==> src/rtl/regfile_wb_pkg.sv <==
// Shared types and helpers for the register-file write-back path: load funct3
// codes, the queued write entry, and load byte/halfword extraction.
package regfile_wb_pkg;

    localparam int WB_XLEN = 32;

    localparam logic [2:0] LB  = 3'b000;
    localparam logic [2:0] LH  = 3'b001;
    localparam logic [2:0] LW  = 3'b010;
    localparam logic [2:0] LBU = 3'b100;
    localparam logic [2:0] LHU = 3'b101;

    typedef struct packed {
        logic [4:0]         rd;
        logic [WB_XLEN-1:0] data;
    } wb_entry_t;

    // Unlisted funct3 encodings fall back to a full-word load.
    function automatic logic [WB_XLEN-1:0] load_extend(
        input logic [WB_XLEN-1:0] data,
        input logic [2:0]         funct3,
        input logic [1:0]         addr_lo
    );
        logic [7:0]         byte_sel;
        logic [15:0]        half_sel;
        logic [WB_XLEN-1:0] result;
        case (addr_lo)
            2'd0:    byte_sel = data[7:0];
            2'd1:    byte_sel = data[15:8];
            2'd2:    byte_sel = data[23:16];
            default: byte_sel = data[31:24];
        endcase
        half_sel = addr_lo[1] ? data[31:16] : data[15:0];
        case (funct3)
            LB:      result = {{(WB_XLEN-8){byte_sel[7]}}, byte_sel};
            LH:      result = {{(WB_XLEN-16){half_sel[15]}}, half_sel};
            LBU:     result = {{(WB_XLEN-8){1'b0}}, byte_sel};
            LHU:     result = {{(WB_XLEN-16){1'b0}}, half_sel};
            default: result = data;
        endcase
        return result;
    endfunction

endpackage

==> src/rtl/regfile_writeback_load_queue.sv <==
// wb_load_queue: circular FIFO of extended load results, with a per-entry
// valid/rd view so the top can answer pending-destination queries.
module wb_load_queue
    import regfile_wb_pkg::*;
#(
    parameter int DEPTH = 4
) (
    input  logic                  clk,
    input  logic                  reset,
    input  logic                  push,
    input  wb_entry_t             push_entry,
    input  logic                  pop,
    output wb_entry_t             head_entry,
    output logic                  full,
    output logic                  empty,
    output logic [DEPTH-1:0]      entry_valid,
    output logic [DEPTH-1:0][4:0] entry_rd
);

    localparam int PTR_W = $clog2(DEPTH);
    localparam int CNT_W = PTR_W + 1;

    logic [PTR_W-1:0] rd_ptr_reg;
    logic [PTR_W-1:0] wr_ptr_reg;
    logic [CNT_W-1:0] count_reg;
    wb_entry_t        mem [DEPTH];

    always_ff @(posedge clk or posedge reset) begin
        if (reset) begin
            rd_ptr_reg <= '0;
            wr_ptr_reg <= '0;
            count_reg  <= '0;
        end else begin
            if (push) begin
                wr_ptr_reg <= wr_ptr_reg + PTR_W'(1);
            end
            if (pop) begin
                rd_ptr_reg <= rd_ptr_reg + PTR_W'(1);
            end
            case ({push, pop})
                2'b10:   count_reg <= count_reg + CNT_W'(1);
                2'b01:   count_reg <= count_reg - CNT_W'(1);
                default: count_reg <= count_reg;
            endcase
        end
    end

    // Storage needs no reset: validity comes from the pointers and count.
    always_ff @(posedge clk) begin
        if (push) begin
            mem[wr_ptr_reg] <= push_entry;
        end
    end

    assign head_entry = mem[rd_ptr_reg];
    assign full       = (count_reg == CNT_W'(DEPTH));
    assign empty      = (count_reg == '0);

    // An entry is live when its distance from the read pointer is below the count.
    generate
        for (genvar gi = 0; gi < DEPTH; gi++) begin : g_entry
            logic [PTR_W-1:0] offset;
            assign offset          = PTR_W'(gi) - rd_ptr_reg;
            assign entry_valid[gi] = ({1'b0, offset} < count_reg);
            assign entry_rd[gi]    = mem[gi].rd;
        end
    endgenerate

endmodule

==> src/rtl/regfile_writeback.sv <==
// Register-file write port arbiter: ALU results take priority, loads drain from
// a small queue. Optional same-edge load bypass under REGFILE_WB_BYPASS_EN.
module regfile_writeback
    import regfile_wb_pkg::*;
#(
    parameter int LQ_DEPTH = 4,
    parameter int XLEN     = WB_XLEN
) (
    input  logic            clk,
    input  logic            reset,
    input  logic            alu_valid,
    input  logic [4:0]      alu_rd,
    input  logic [XLEN-1:0] alu_result,
    input  logic            ld_valid,
    output logic            ld_ready,
    input  logic [4:0]      ld_rd,
    input  logic [XLEN-1:0] ld_data,
    input  logic [2:0]      ld_funct3,
    input  logic [1:0]      ld_addr_lo,
    input  logic [4:0]      query_reg,
    output logic            query_hit,
    output logic            RegWrite,
    output logic [4:0]      write_register,
    output logic [XLEN-1:0] write_data
);

    logic                     alu_write;
    logic                     ld_accept;
    logic                     ld_bypass;
    wb_entry_t                ld_entry;
    logic                     lq_push;
    logic                     lq_pop;
    wb_entry_t                lq_head;
    logic                     lq_full;
    logic                     lq_empty;
    logic [LQ_DEPTH-1:0]      lq_valid;
    logic [LQ_DEPTH-1:0][4:0] lq_rd;
    logic [LQ_DEPTH-1:0]      entry_hit;

    logic            we_reg,   we_next;
    logic [4:0]      rd_reg,   rd_next;
    logic [XLEN-1:0] data_reg, data_next;

    // Writes to x0 are meaningless, so they never claim the port.
    assign alu_write = alu_valid && (alu_rd != 5'd0);
    assign ld_ready  = !lq_full;
    assign ld_accept = ld_valid && ld_ready;

    assign ld_entry.rd   = ld_rd;
    assign ld_entry.data = load_extend(ld_data, ld_funct3, ld_addr_lo);

`ifdef REGFILE_WB_BYPASS_EN
    assign ld_bypass = ld_accept && lq_empty && !alu_write && (ld_rd != 5'd0);
`else
    assign ld_bypass = 1'b0;
`endif

    assign lq_push = ld_accept && (ld_rd != 5'd0) && !ld_bypass;

    wb_load_queue #(
        .DEPTH(LQ_DEPTH)
    ) u_load_queue (
        .clk        (clk),
        .reset      (reset),
        .push       (lq_push),
        .push_entry (ld_entry),
        .pop        (lq_pop),
        .head_entry (lq_head),
        .full       (lq_full),
        .empty      (lq_empty),
        .entry_valid(lq_valid),
        .entry_rd   (lq_rd)
    );

    // Bypass only fires with an empty queue, so it can never reorder loads.
    always_comb begin
        we_next   = 1'b0;
        rd_next   = 5'd0;
        data_next = '0;
        lq_pop    = 1'b0;
        if (alu_write) begin
            we_next   = 1'b1;
            rd_next   = alu_rd;
            data_next = alu_result;
        end else if (!lq_empty) begin
            lq_pop    = 1'b1;
            we_next   = 1'b1;
            rd_next   = lq_head.rd;
            data_next = lq_head.data;
        end else if (ld_bypass) begin
            we_next   = 1'b1;
            rd_next   = ld_entry.rd;
            data_next = ld_entry.data;
        end
    end

    always_ff @(posedge clk or posedge reset) begin
        if (reset) begin
            we_reg   <= 1'b0;
            rd_reg   <= 5'd0;
            data_reg <= '0;
        end else begin
            we_reg   <= we_next;
            rd_reg   <= rd_next;
            data_reg <= data_next;
        end
    end

    assign RegWrite       = we_reg;
    assign write_register = rd_reg;
    assign write_data     = data_reg;

    generate
        for (genvar gi = 0; gi < LQ_DEPTH; gi++) begin : g_hit
            assign entry_hit[gi] = lq_valid[gi] && (lq_rd[gi] == query_reg);
        end
    endgenerate

    assign query_hit = (query_reg != 5'd0) &&
                       ((|entry_hit) || (we_reg && (rd_reg == query_reg)));

endmodule

==> config.mk <==
export PLATFORM = sky130hd
export DESIGN_NAME = regfile_writeback
export DESIGN_NICKNAME = d
export VERILOG_FILES = /design/src/rtl/regfile_wb_pkg.sv /design/src/rtl/regfile_writeback_load_queue.sv /design/src/rtl/regfile_writeback.sv
export SDC_FILE = /design/constraint.sdc
export NUM_CORES = 1
export LEC_CHECK = 0
export CAP_MARGIN = 20
export CORE_ASPECT_RATIO = 0.75
export CORE_UTILIZATION = 52
export DETAILED_ROUTE_END_ITERATION = 8
export GPL_ROUTABILITY_DRIVEN = 0
export HOLD_SLACK_MARGIN = 0.06
export PLACE_DENSITY_LB_ADDON = 0.12
export SETUP_SLACK_MARGIN = 0.02
export SLEW_MARGIN = 40
export SYNTH_ARGS = -nofsm -noshare
export SYNTH_HDL_FRONTEND = slang
export SYNTH_SLANG_ARGS = --single-unit
==> constraint.sdc <==
create_clock -name clk -period 7.26 [get_ports clk]
set_input_delay 1.089 -clock clk [delete_from_list [all_inputs] [get_ports clk]]
set_output_delay 1.089 -clock clk [all_outputs]
set_load 0.03 [all_outputs]
==> summary.txt, run 1 <==
Status: finished, final reports clean
Wire length per cell: 21.1 um
Antenna violations before repair: 0
Rel. slew slack: 52.8%
Avg Cell Area, Syn: 16.8 um2
Clock share of power: 25.1%
Top FF cell, synth: edfxtp_1
Max Clock Skew: 8.06 ps
Min-Delay Path Class: reg -> reg
Total of max-cap violations: 0
Switching portion of total power: 30.8%
CP Class: in -> out
Seq/Total Area, Yosys: 68.3%
R2R cell count: 8
Setup repair bufs after CTS: 0
P&R area growth vs syn: 24.3%
Fin Hold WS: 575 ps
RSZ-0062 raised after global routing: false
Maximum vdd drop: 220 uV
Wire length of the first global-routing pass: 26.9 mm
Die Span Y: 110 um
Final net count: 701
Cts hold-fix bufs: 0
Setup violators final: 0
Vias: 4663
Hold Vio Cnt, Final: 0
Yosys top cell area share: 54.5%
Clock latency on the worst-skew pair: 430 ps
Ports: 128
H-Tree Depth: 4
# diodes: 0
Flop-to-flop setup slack: 4820 ps
Clock tree buffer depth: 2
Cells after synthesis: 486
Grt met2 use: 34.2%
Tcrit/Tclk final: 60.3%
Overall Global Routing Usage: 22.8%
Max Freq: 0.228 GHz
DRT iter0 DRCs: 305
Clk slew on worst S/H paths: 60 ps
Post-synthesis net count: 584
# port buffers: 127
Post-CTS sizing: 0
CTS buffer count: 17
Die width: 147 um
Warnings from Yosys: 0
Biggest register: u_load_queue.mem
HP Start: u_load_queue.count_reg[1]
Die area: 16200 um2
P_sw: 1.16 mW
Initial Util: 53.4%
Core area: 15300 um2
Count of different cell masters after synthesis: 41
Internal: 2.60 mW
Fin crit period: 4380 ps
HPWL Detailed: 11.1 mm
Post-synth EDFFs: 148
Vias/cell: 5.69
Gate power share: 31.4%
Final core occ: 66.4%
Async SR Flop Fraction: 23.3%
Drt drc: 0
Worst hold stages: 2
Remaining global-route overflow: 0
CP Data Arrival Time: 3290 ps
Met3 Use GR: 6.86%
CP Capture Type: primary output
Initial DRT Pass Iterations: 5
Total negative slack: 0 ps
R2R Path Start: u_load_queue.count_reg[2]
Max FFs per register: 148
Vias in the first global route: 4732
Worst slack at placement: 2900 ps
CTS tree: built
Max FO, Critical Path: 6
Met1 global-route usage: 33.0%
GRT Max-Usage Layer: met2
Synth area leader: edfxtp_1
PwrDens: 370 nW/um2
Mapped Area: 8160 um2
Reg2Reg Capture Point: u_load_queue.count_reg[2]
Worst Hold Path EP: RegWrite
Top post-synthesis cells by area: edfxtp_1, dfrtp_1, mux4_2
Sequential share of power: 43.5%
LEAKAGE: 3.68 nW
Overall power: 3.75 mW
Max-slew violations: 0
Post-synthesis register bit count: 193
DRT Wirelength: 17.3 mm
Root Buffer: clkbuf_16
Required time of the worst setup path: 6170 ps
Clock sink count: 193
Fin worst setup slack: 2880 ps
Worst-Margin Slew: 708 ps
Layout cells sized above 1: 14.1%
Startpoint Class: input port
DRT antenna net count: 0
Num rows: 39
Largest net degree at the start of global routing: 46
[area by class of cell]
class                   count  area, um2
clock inverters             9        130
clock buffers              22        464
multi-input cells         251       2380
inverters                  10       40.0
fillers                  1050       5130
flip-flops and latches    193       5580
repair buffers            130       1290
well taps                 205        256
[synth_stat cells, types with 2 or more instances]
cell type / number
a22oi_1: 7
clkbuf_1: 16
buf_6: 5
xor2_1: 17
mux4_2: 38
o21ai_0: 9
a21oi_1: 12
nor2_1: 5
buf_1: 3
or4_1: 2
dfrtp_1: 45
xnor2_1: 13
buf_2: 7
o2111ai_1: 3
and2_1: 4
nand2b_1: 3
nand3_1: 3
nor3_1: 4
nor2b_1: 12
mux2_2: 9
a22o_1: 37
ha_1: 9
edfxtp_1: 148
inv_1: 10
nand2_1: 49
[per-layer routing]
metal / vias to the layer above / share of wire (%)
li1: 2103 / -
met1: 2350 / 45
met2: 197 / 46
met3: 13 / 8.0
met4: 0 / 0.96
met5: - / 0
[power by group through the flow]
stage / sequential (mW) / clock (mW) / combinational (mW)
4_1_cts: 1.64 / 0.955 / 1.20
3_5_place_dp: 1.66 / 0 / 1.18
3_3_place_gp: 1.65 / 0 / 1.17
6_report: 1.63 / 0.944 / 1.18
5_1_grt: 1.66 / 1.00 / 1.26
2_1_floorplan: 1.72 / 0 / 0.703
[cell usage in the layout, fill, tap and decap left out, types with 4 or more instances in the layout]
cell               n
clkbuf_16         17
xor2_1            17
a21oi_1           12
nand2_1           49
a22o_1            37
nor2b_1           12
clkdlybuf4s50_1  127
o21ai_0            9
edfxtp_1         148
mux2_2             9
nor2_1             5
dfrtp_1           43
ha_1               9
and2_4             4
inv_1              9
mux4_2            38
nor3_1             4
a22oi_1            7
xnor2_1           13
[stage by stage]
step / std cells / cell area [um2]
after floorplan: 486 / 8160
after global placement: 789 / 9540
after CTS: 820 / 10100
final: 820 / 10100
after global routing: 820 / 10100
after detailed placement: 789 / 9550
[cells by family after synthesis]
logic type,synth area share (%)
adders and majority gates,1.63
AOI/OAI and AO/OA,6.90
xor gates and xnor gates,3.62
buffers and inverters,2.64
DFF,68.3
and+or+nand+nor,5.09
muxes,11.9
[how the worst max path moves through the flow]
stage                             from   endpoint  slack [ps]  cells past startpoint
final                     query_reg[1]  query_hit        2880                      7
after global routing      query_reg[1]  query_hit        2730                      7
after CTS                 query_reg[1]  query_hit        2880                      7
after detailed placement  query_reg[1]  query_hit        2900                      7
after global placement    query_reg[1]  query_hit        2890                      7
after floorplan           query_reg[1]  query_hit        3880                      6
[critical path, stage by stage]
cell and delay (ps):
clkdlybuf4s50_1 560, xor2_1 210, a2111oi_0 380, nand4_1 150, nand3_1 100, o22a_1 130
clkdlybuf4s50_1 670
Power figures use the tool's default switching activity.
==> run 2: changes to the inputs <==
--- a/config.mk
+++ b/config.mk
@@ -7,7 +7,7 @@
 export LEC_CHECK = 0
 export CAP_MARGIN = 20
 export CORE_ASPECT_RATIO = 0.75
-export CORE_UTILIZATION = 52
+export CORE_UTILIZATION = 49
 export DETAILED_ROUTE_END_ITERATION = 8
 export GPL_ROUTABILITY_DRIVEN = 0
 export HOLD_SLACK_MARGIN = 0.06
==> constraint.sdc (replaced) <==
create_clock -name clk -period 3.5 [get_ports clk]
set_input_delay 0.525 -clock clk [delete_from_list [all_inputs] [get_ports clk]]
set_output_delay 0.525 -clock clk [all_outputs]
set_load 0.03 [all_outputs]
==> summary.txt, run 2 (synthesized netlist as in run 1, its figures left out) <==
Ports: 128 (unchanged)
Total negative slack: 0 ps (unchanged)
Largest net degree at the start of global routing: 40 (-13%)
Cell Area, Placed: 9690 um2 (+1.4%)
Biggest register: u_load_queue.mem
H-Tree Depth: 4 (unchanged)
DRT iter0 DRCs: 331 (+8.5%)
Wire length per cell: 20.7 um (-1.5%)
Max-slew violations: 0 (unchanged)
Family with the most delay on the worst path: buffers and inverters
Buf/Inv on CP: 2 (unchanged)
Wire length on met1: 7.82 mm (+0.39%)
Tcrit/Tclk final: 94.6%
Crit-path cells: inv_1 > ha_1 > nor2_1 > a2111oi_0 > nand4_1 > nand3_1 > o22a_1 > clkdlybuf4s50_1
Maximum vdd drop: 411 uV (+87%)
Overall Global Routing Usage: 21.7% (-1.0 points)
Root Buffer: clkbuf_16
Vias: 4723 (+1.3%)
DRT Wirelength: 17.4 mm (+0.64%)
Max FFs per register: 148 (unchanged)
Total of max-cap violations: 0 (unchanged)
Wire length of the first global-routing pass: 26.8 mm (-0.44%)
FILL cells: 1182 (+13%)
Min-Delay Path Class: in -> async
Most frequent cells in the layout: edfxtp_1, clkdlybuf4s50_1, nand2_1
Setup violators final: 0 (unchanged)
Startpoint Class: flip-flop
Antenna violations before repair: 0 (unchanged)
Die width: 151 um (+3.0%)
CP Class: reg -> out
Max Clock Skew: 17.0 ps (+8.97 ps)
RSZ-0062 raised after global routing: false
PwrDens: 758 nW/um2 (+100%)
Slowest cell delay on critical path: 660 ps (about the same)
Design area: 10300 um2 (+1.1%)
Required time of the worst setup path: 2970 ps (-3200 ps)
Fin Hold WS: 496 ps (-79.4 ps)
Vias/cell: 5.64 (-0.89%)
Clock sink count: 193 (unchanged)
Core area: 16200 um2 (+5.8%)
Detailed-routed wire length on met2: 8.24 mm (+3.8%)
HPWL Detailed: 11.5 mm (+3.3%)
Vias in the first global route: 4860 (+2.7%)
Fin crit period: 3310 ps
Final net count: 713 (+1.7%)
Die Span Y: 114 um (+3.0%)
# diodes: 0 (unchanged)
Met3 wire length: 1.04 mm (-25%)
Num rows: 40 (+2.6%)
CTS tree: built
Slowest-stage cell, CP: clkdlybuf4s50_1
Layout cells sized above 1: 15.9% (+1.8 points)
Commonest non-fill, non-tap cell in the layout: edfxtp_1
Hold Vio Cnt, Final: 0 (unchanged)
Cts hold-fix bufs: 0 (unchanged)
CP Data Arrival Time: 2790 ps (-500 ps)
P&R area growth vs syn: 25.7%
DRT antenna net count: 0 (unchanged)
Max Freq: 0.302 GHz
Clock tree buffer depth: 2 (unchanged)
Drt drc: 0 (unchanged)
Status: finished, final reports clean
Max FO, Critical Path: 9 (+3)
CP Capture Type: primary output
Initial DRT Pass Iterations: 5 (unchanged)
LEAKAGE: 3.74 nW (+1.7%)
Post-CTS sizing: 0 (unchanged)
# port buffers: 127 (unchanged)
Rel. slew slack: 51.2% (-1.6 points)
Max Used Layer: met4
CTS buffer count: 17 (unchanged)
Worst-Margin Slew: 731 ps (+23.7 ps)
Remaining global-route overflow: 0 (unchanged)
Clock latency on the worst-skew pair: 440 ps (about the same)
Setup repair bufs after CTS: 0 (unchanged)
Initial Util: 50.5% (-2.9 points)
Clk slew on worst S/H paths: 60 ps (about the same)
Die area: 17200 um2 (+6.0%)
-- run 2: cell types whose count changed in the layout (fill, tap and decap cells not counted) --
cell	delta
and2_4	-4
and2_2	+4
dfrtp_4	-1
dfrtp_2	+1
clkinv_2	+2
buf_12	+4
inv_4	-1
buf_4	+8
bufinv_16	-1
inv_2	+1
-- run 2: worst register-to-register path, cell delays in order, from the launching register on --
cell and delay, ps:
dfrtp_1 480, nand3_1 150, nand2_1 120, a21oi_1 470, inv_1 140, ha_1 260, inv_1 70, fa_1 410
mux2i_1 150
-- run 2: power by group --
part | switching, mW | internal (mW) | leakage (nW)
Clock | 0.806 | 1.09 | 0.276
Combinational | 1.39 | 1.21 | 1.56
Sequential | 0.219 | 3.07 | 1.90
-- run 2: metrics by stage --
stage	util, %	instances	power, mW	setup WS (ps)
3_5_place_dp	59.9	806	5.96	295
2_1_floorplan	-	486	5.04	831
4_1_cts	63.5	838	7.86	162
6_report	63.5	838	7.78	188
5_1_grt	63.5	838	8.14	33.7
3_3_place_gp	59.9	806	5.90	328
-- run 2: final timing paths --
path                                             from                         to  slack [ps]  cells after the start
min in group clk            u_load_queue.count_reg[0]  u_load_queue.count_reg[0]         560                      1
hold reg to reg             u_load_queue.count_reg[0]  u_load_queue.count_reg[0]         560                      1
setup / recovery           u_load_queue.rd_ptr_reg[1]                  query_hit         190                      8
hold / removal                                  reset                   RegWrite         500                      2
max in group asynchronous                       reset             write_data[16]        2270                      3
setup reg to reg            u_load_queue.count_reg[2]  u_load_queue.count_reg[1]        1160                      8
-- run 2: cell type report --
class                           instances  area (um2)  area share (%)
Sequential cell                       193        5570            54.3
Multi-Input combinational cell        251        2380            23.2
Timing Repair Buffer                  142        1430            14.0
Clock buffer                           22         464            4.52
Tap cell                              210         263            2.56
Clock inverter                         10         110            1.07
Inverter                               10        37.5           0.366
-- run 2: metal layers --
layer | vias up | track usage, %
met3 | 24 | 5.68
met5 | - | 0
met2 | 166 | 33.7
met1 | 2411 | 30.2
met4 | 0 | 7.07
li1 | 2122 | -
